**config.mk**
```make
export PLATFORM = sky130hd
export DESIGN_NAME = memif_initiator_flat
export DESIGN_NICKNAME = d
export VERILOG_FILES = /design/src/rtl/memif_initiator_if.sv /design/src/rtl/memif_initiator.sv /design/src/flat_wrapper.sv
export SDC_FILE = /design/constraint.sdc
export NUM_CORES = 1
export LEC_CHECK = 0
export BUFFER_PORTS_ARGS = -buffer_cell sky130_fd_sc_hd__buf_2
export CELL_PAD_IN_SITES_DETAIL_PLACEMENT = 1
export CELL_PAD_IN_SITES_GLOBAL_PLACEMENT = 1
export CORE_ASPECT_RATIO = 0.8
export CORE_UTILIZATION = 32
export CTS_CLUSTER_SIZE = 30
export DETAILED_ROUTE_END_ITERATION = 8
export HOLD_SLACK_MARGIN = 0.06
export PLACE_DENSITY_LB_ADDON = 0.1
export RECOVER_POWER = 25
export SLEW_MARGIN = 5
export SYNTH_ARGS = -nofsm -noshare
export SYNTH_HDL_FRONTEND = slang
export SYNTH_SLANG_ARGS = --single-unit
```
**constraint.sdc**
```tcl
create_clock -name g_clk -period 1.5 [get_ports g_clk]
set_input_delay 0.45 -clock g_clk [delete_from_list [all_inputs] [get_ports g_clk]]
set_output_delay 0.45 -clock g_clk [all_outputs]
set_load 0.03 [all_outputs]
```
**src/rtl/memif_initiator_if.sv**
```systemverilog
// Memory-interface bundle between a requester and a memory/bus target.
// The requester drives the command fields; the target answers with gnt, rdata and error.
interface scarv_ccx_memif;
    logic        req;
    logic        wen;
    logic [3:0]  strb;
    logic [31:0] addr;
    logic [31:0] wdata;
    logic        gnt;
    logic [31:0] rdata;
    logic        error;

    modport REQ (output req, wen, strb, addr, wdata, input gnt, rdata, error);
    modport RSP (input req, wen, strb, addr, wdata, output gnt, rdata, error);
endinterface

```
**src/rtl/memif_initiator.sv**
```systemverilog
// Single-outstanding command-to-memif bridge with a held response register.
// Define MEMIF_INITIATOR_TIMEOUT_EN to abort requests that wait TIMEOUT_CYCLES without gnt.
module memif_initiator #(
    parameter int unsigned TIMEOUT_CYCLES = 64
) (
    input  logic        g_clk,
    input  logic        g_resetn,
    output logic        g_clk_req,
    input  logic        cmd_valid,
    output logic        cmd_ready,
    input  logic        cmd_wen,
    input  logic [3:0]  cmd_strb,
    input  logic [31:0] cmd_addr,
    input  logic [31:0] cmd_wdata,
    output logic        rsp_valid,
    input  logic        rsp_ready,
    output logic [31:0] rsp_rdata,
    output logic        rsp_error,
    scarv_ccx_memif.REQ memif
);

    // state  | meaning
    // IDLE   | ready for a command
    // REQ    | request on memif, waiting for gnt (or timeout)
    // RSP    | response held until rsp_ready
    typedef enum logic [1:0] {
        ST_IDLE = 2'd0,
        ST_REQ  = 2'd1,
        ST_RSP  = 2'd2
    } state_t;

    if (TIMEOUT_CYCLES < 1 || TIMEOUT_CYCLES > 65535) begin : g_bad_timeout
        $error("memif_initiator: TIMEOUT_CYCLES out of range 1..65535");
    end

    state_t      state;
    state_t      state_nxt;
    logic        wen_q;
    logic [3:0]  strb_q;
    logic [31:0] addr_q;
    logic [31:0] wdata_q;
    logic        timeout;
    logic        accept;

    assign accept    = (state == ST_IDLE) && cmd_valid;
    assign cmd_ready = (state == ST_IDLE);
    assign rsp_valid = (state == ST_RSP);
    assign g_clk_req = (state != ST_IDLE) || cmd_valid;

    assign memif.req   = (state == ST_REQ);
    assign memif.wen   = wen_q;
    assign memif.strb  = strb_q;
    assign memif.addr  = addr_q;
    assign memif.wdata = wdata_q;

`ifdef MEMIF_INITIATOR_TIMEOUT_EN
    logic [15:0] wait_cnt;

    // gnt in the terminal cycle takes priority over the abort.
    assign timeout = (state == ST_REQ) && !memif.gnt && (wait_cnt == 16'(TIMEOUT_CYCLES));

    always_ff @(posedge g_clk or negedge g_resetn) begin
        if (!g_resetn) begin
            wait_cnt <= 16'd0;
        end else if (state != ST_REQ) begin
            wait_cnt <= 16'd0;
        end else if (!memif.gnt) begin
            wait_cnt <= wait_cnt + 16'd1;
        end
    end
`else
    assign timeout = 1'b0;
`endif

    always_ff @(posedge g_clk or negedge g_resetn) begin
        if (!g_resetn) begin
            state <= ST_IDLE;
        end else begin
            state <= state_nxt;
        end
    end

    always_comb begin
        state_nxt = state;
        case (state)
            ST_IDLE: if (cmd_valid)              state_nxt = ST_REQ;
            ST_REQ:  if (memif.gnt || timeout)   state_nxt = ST_RSP;
            ST_RSP:  if (rsp_ready)              state_nxt = ST_IDLE;
            default:                             state_nxt = ST_IDLE;
        endcase
    end

    always_ff @(posedge g_clk or negedge g_resetn) begin
        if (!g_resetn) begin
            wen_q     <= 1'b0;
            strb_q    <= 4'd0;
            addr_q    <= 32'd0;
            wdata_q   <= 32'd0;
            rsp_rdata <= 32'd0;
            rsp_error <= 1'b0;
        end else begin
            if (accept) begin
                wen_q   <= cmd_wen;
                strb_q  <= cmd_wen ? cmd_strb : 4'd0;
                addr_q  <= cmd_addr;
                wdata_q <= cmd_wdata;
            end
            if (state == ST_REQ) begin
                if (memif.gnt) begin
                    rsp_error <= memif.error;
                    rsp_rdata <= (!wen_q && !memif.error) ? memif.rdata : 32'd0;
                end else if (timeout) begin
                    rsp_error <= 1'b1;
                    rsp_rdata <= 32'd0;
                end
            end
        end
    end

endmodule
```
**src/flat_wrapper.sv**
```systemverilog
// flat-port wrapper written by rule: the top's interface ports become plain ports
module memif_initiator_flat 
#(
    parameter int unsigned TIMEOUT_CYCLES = 64
)
  (g_clk, g_resetn, g_clk_req, cmd_valid, cmd_ready, cmd_wen, cmd_strb, cmd_addr, cmd_wdata, rsp_valid, rsp_ready, rsp_rdata, rsp_error, memif_req, memif_wen, memif_strb, memif_addr, memif_wdata, memif_gnt, memif_rdata, memif_error);
  scarv_ccx_memif memif_i ();
  input  logic g_clk;
  input  logic g_resetn;
  output logic g_clk_req;
  input  logic cmd_valid;
  output logic cmd_ready;
  input  logic cmd_wen;
  input  logic [3:0] cmd_strb;
  input  logic [31:0] cmd_addr;
  input  logic [31:0] cmd_wdata;
  output logic rsp_valid;
  input  logic rsp_ready;
  output logic [31:0] rsp_rdata;
  output logic rsp_error;
  output wire logic [$bits(memif_i.req)-1:0] memif_req;
  output wire logic [$bits(memif_i.wen)-1:0] memif_wen;
  output wire logic [$bits(memif_i.strb)-1:0] memif_strb;
  output wire logic [$bits(memif_i.addr)-1:0] memif_addr;
  output wire logic [$bits(memif_i.wdata)-1:0] memif_wdata;
  input wire logic [$bits(memif_i.gnt)-1:0] memif_gnt;
  input wire logic [$bits(memif_i.rdata)-1:0] memif_rdata;
  input wire logic [$bits(memif_i.error)-1:0] memif_error;
  assign memif_req = memif_i.req;
  assign memif_wen = memif_i.wen;
  assign memif_strb = memif_i.strb;
  assign memif_addr = memif_i.addr;
  assign memif_wdata = memif_i.wdata;
  assign memif_i.gnt = memif_gnt;
  assign memif_i.rdata = memif_rdata;
  assign memif_i.error = memif_error;
  memif_initiator #(.TIMEOUT_CYCLES(TIMEOUT_CYCLES)) u_core (.g_clk(g_clk), .g_resetn(g_resetn), .g_clk_req(g_clk_req), .cmd_valid(cmd_valid), .cmd_ready(cmd_ready), .cmd_wen(cmd_wen), .cmd_strb(cmd_strb), .cmd_addr(cmd_addr), .cmd_wdata(cmd_wdata), .rsp_valid(rsp_valid), .rsp_ready(rsp_ready), .rsp_rdata(rsp_rdata), .rsp_error(rsp_error), .memif(memif_i));
endmodule
```
==> results.toml <==
[placed_design]
portBuffers = 212
dp_cells = 664
hpwl_mm = 7.99
gp_congestion = 0.743

[timing]
min_period_ps = 1690
max_freq_ghz = 0.590
worst_pin_slew_ps = 483
drv_slew = 0
fin_ws_ps = -195
setup_violations = 104
relSlewSlack_pct = 67.8
rsz0062_at_grt = "true"
hold_viol_final = 0
fin_crit_sh_pct = 113
finalClockSkew_ps = 6.85

[global_routing]
grt_remaining_overflow = 0
grt.total_usage_pct = 16.8
antenna_found_initial = 0
grt_max_degree = 34
grt_pass1_wl_mm = 18.2
grt_pass1_vias = 3442

[floorplan]
die_area_sq_mm = 0.0138
die_h_um = 105
io_pins = 213
dieWidth_um = 131
rows = 37
start_util_pct = 33.0
core_sq_mm = 0.0129

[finish]
instances_no_fill = 687
fin_util_pct = 49.1
seq_area_sq_mm = 0.00261
fill_cells = 1377
layout-drive-gt1-share_pct = 70.5
nets = 614
antennaDiodeCount = 0
multiInputGateArea_sq_mm = 0.00175
final_cell_mix = "buf_2, dfrtp_1, mux2_4"
syn_to_final_growth_pct = 48.7
final_common_cell = "buf_2"

[yosys]
syn_area_sq_mm = 0.00427
syn-instance-count = 275
syn_area_per_cell_sq_um = 15.5
synth_cell_types = 17
synth.yosys.warnings = 0
syn_nets = 382
synth_seq_cells = 104
synth_top_area_share_pct = 61.0
yosysSeqAreaShare_pct = 61.0
synth.largest_area_cell = "dfrtp_1"
synth_area_leaders = "dfrtp_1, mux2_2, nor3b_1, buf_6, mux2_4"

[power]
ir_drop_uv = 1180
power.density_mw_per_mm2 = 2410
p_leak_uw = 0.00326

[clocking]
cts_buffers = 9
insertion_delay_ps = 340
cts_tree = "built"
clk_pin_slew_worst_paths_ps = 70
clockRootBuffer = "clkbuf_16"
cts_max_level = 3
clkSinkCount = 104
cts_buffer_depth = 2

[worst_setup_path]
arrival_ps = 1240
critical_path.max_fanout = 2
end_kind = "output pin"
cp-start-kind = "register"
criticalPathCategory = "reg -> out"
required_ps = 1050

[job]
drv_cap = 0

[status]
violations = "negative setup slack"
status = "finished, violations left"

[routing]
via_count = 3089
detail-route-antenna-nets = 0
via_per_inst = 4.50
first_iter_violations = 104
routedWlPerCell_um = 16.6
drc = 0
firstDrtPassIters = 4
wl_mm = 11.4

[hold_path]
hp-class = "in -> reg"
-- metal layers --
layer | global-route usage (%) | vias up | part of all wire [%]
li1 | - | 1418 | -
met1 | 20.3 | 1546 | 42
met2 | 27.7 | 114 | 48
met3 | 6.59 | 11 | 8.1
met4 | 4.79 | 0 | 1.3
met5 | 0 | - | 0
-- where the power goes --
part	internal, uW	switching, uW
combinational	3500	4640
sequential	4120	661
clock	1350	1050
-- kinds of logic after synthesis --
family                 after synthesis  share of synthesized area (%)
AOI/OAI and AO/OA                    2                          0.352
buffers and inverters               25                           4.13
and+or+nand+nor                     42                           7.18
muxes                              102                           27.3
DFF                                104                           61.0
-- Yosys cell counts --
cell type / count
nor2_1: 1
nor3b_1: 32
and2b_1: 1
nor3b_4: 1
buf_6: 11
clkbuf_1: 8
and3b_1: 1
nand2_1: 4
mux2_1: 5
mux2_2: 87
mux2i_1: 4
a21o_1: 2
dfrtp_1: 104
mux2_4: 6
or3_1: 1
inv_1: 6
nor2b_1: 1
-- what timing repair did --
| item | CTS | global route |
|---|---|---|
| hold endpoints to repair | 13 | 0 |
| pin swaps | 2 | 1 |
| setup buffers | 4 | 0 |
| hold buffers | 1 | 0 |
| resized for setup | 59 | 28 |
| setup endpoints to repair | 8 | 106 |
| cloned | 0 | 2 |
-- worst max-delay path: stages, from the launching register on --
cell,delay (ps)
dfrtp_2,400
or3_4,370
buf_6,150
-- final timing paths --
check,slack (ps),startpoint,depth (start not counted),endpoint
min in group asynchronous,600,g_resetn,2,u_core.memif.wdata[5]
max in group asynchronous,110,g_resetn,3,u_core.state[0]
worst min-delay path,340,cmd_addr[12],2,u_core.memif.addr[12]
worst max-delay path,-190,u_core.state[1],2,g_clk_req
worst max register to register,-170,u_core.state[1],5,u_core.rsp_rdata[28]
worst min register to register,500,u_core.memif.addr[2],1,u_core.memif.addr[2]
-- per-stage QoR --
step / TNS, ps / hold slack [ps] / power (uW) / instance area (sq um) / worst slack (ps)
floorplan: 0 / 154 / 9710 / 4270 / 24.5
global placement: -3160 / 353 / 11900 / 5670 / -67.2
detailed placement: -3800 / 351 / 12000 / 5670 / -84.5
CTS: -11460 / 324 / 15200 / 6220 / -217
global route: -19030 / 318 / 16200 / 6340 / -240
finish: -13340 / 339 / 15300 / 6340 / -195
-- final cells by class --
cell class	count	share of cell area (%)
sequential	104	41.1
multi-input combinational	146	27.7
timing repair buffer	240	22.7
clock buffer	10	3.77
tap	175	3.45
clock inverter	6	1.05
inverter	6	0.355
-- flip-flops by register name (all words and copies together), names as in the netlist --
name	cells
u_core.memif.wen	1
u_core.state	2
u_core.rsp_rdata	32
u_core.rsp_error	1
u_core.memif.strb	4
u_core.memif.addr	32
u_core.memif.wdata	32
No activity file was read; power rests on OpenSTA's default activity.
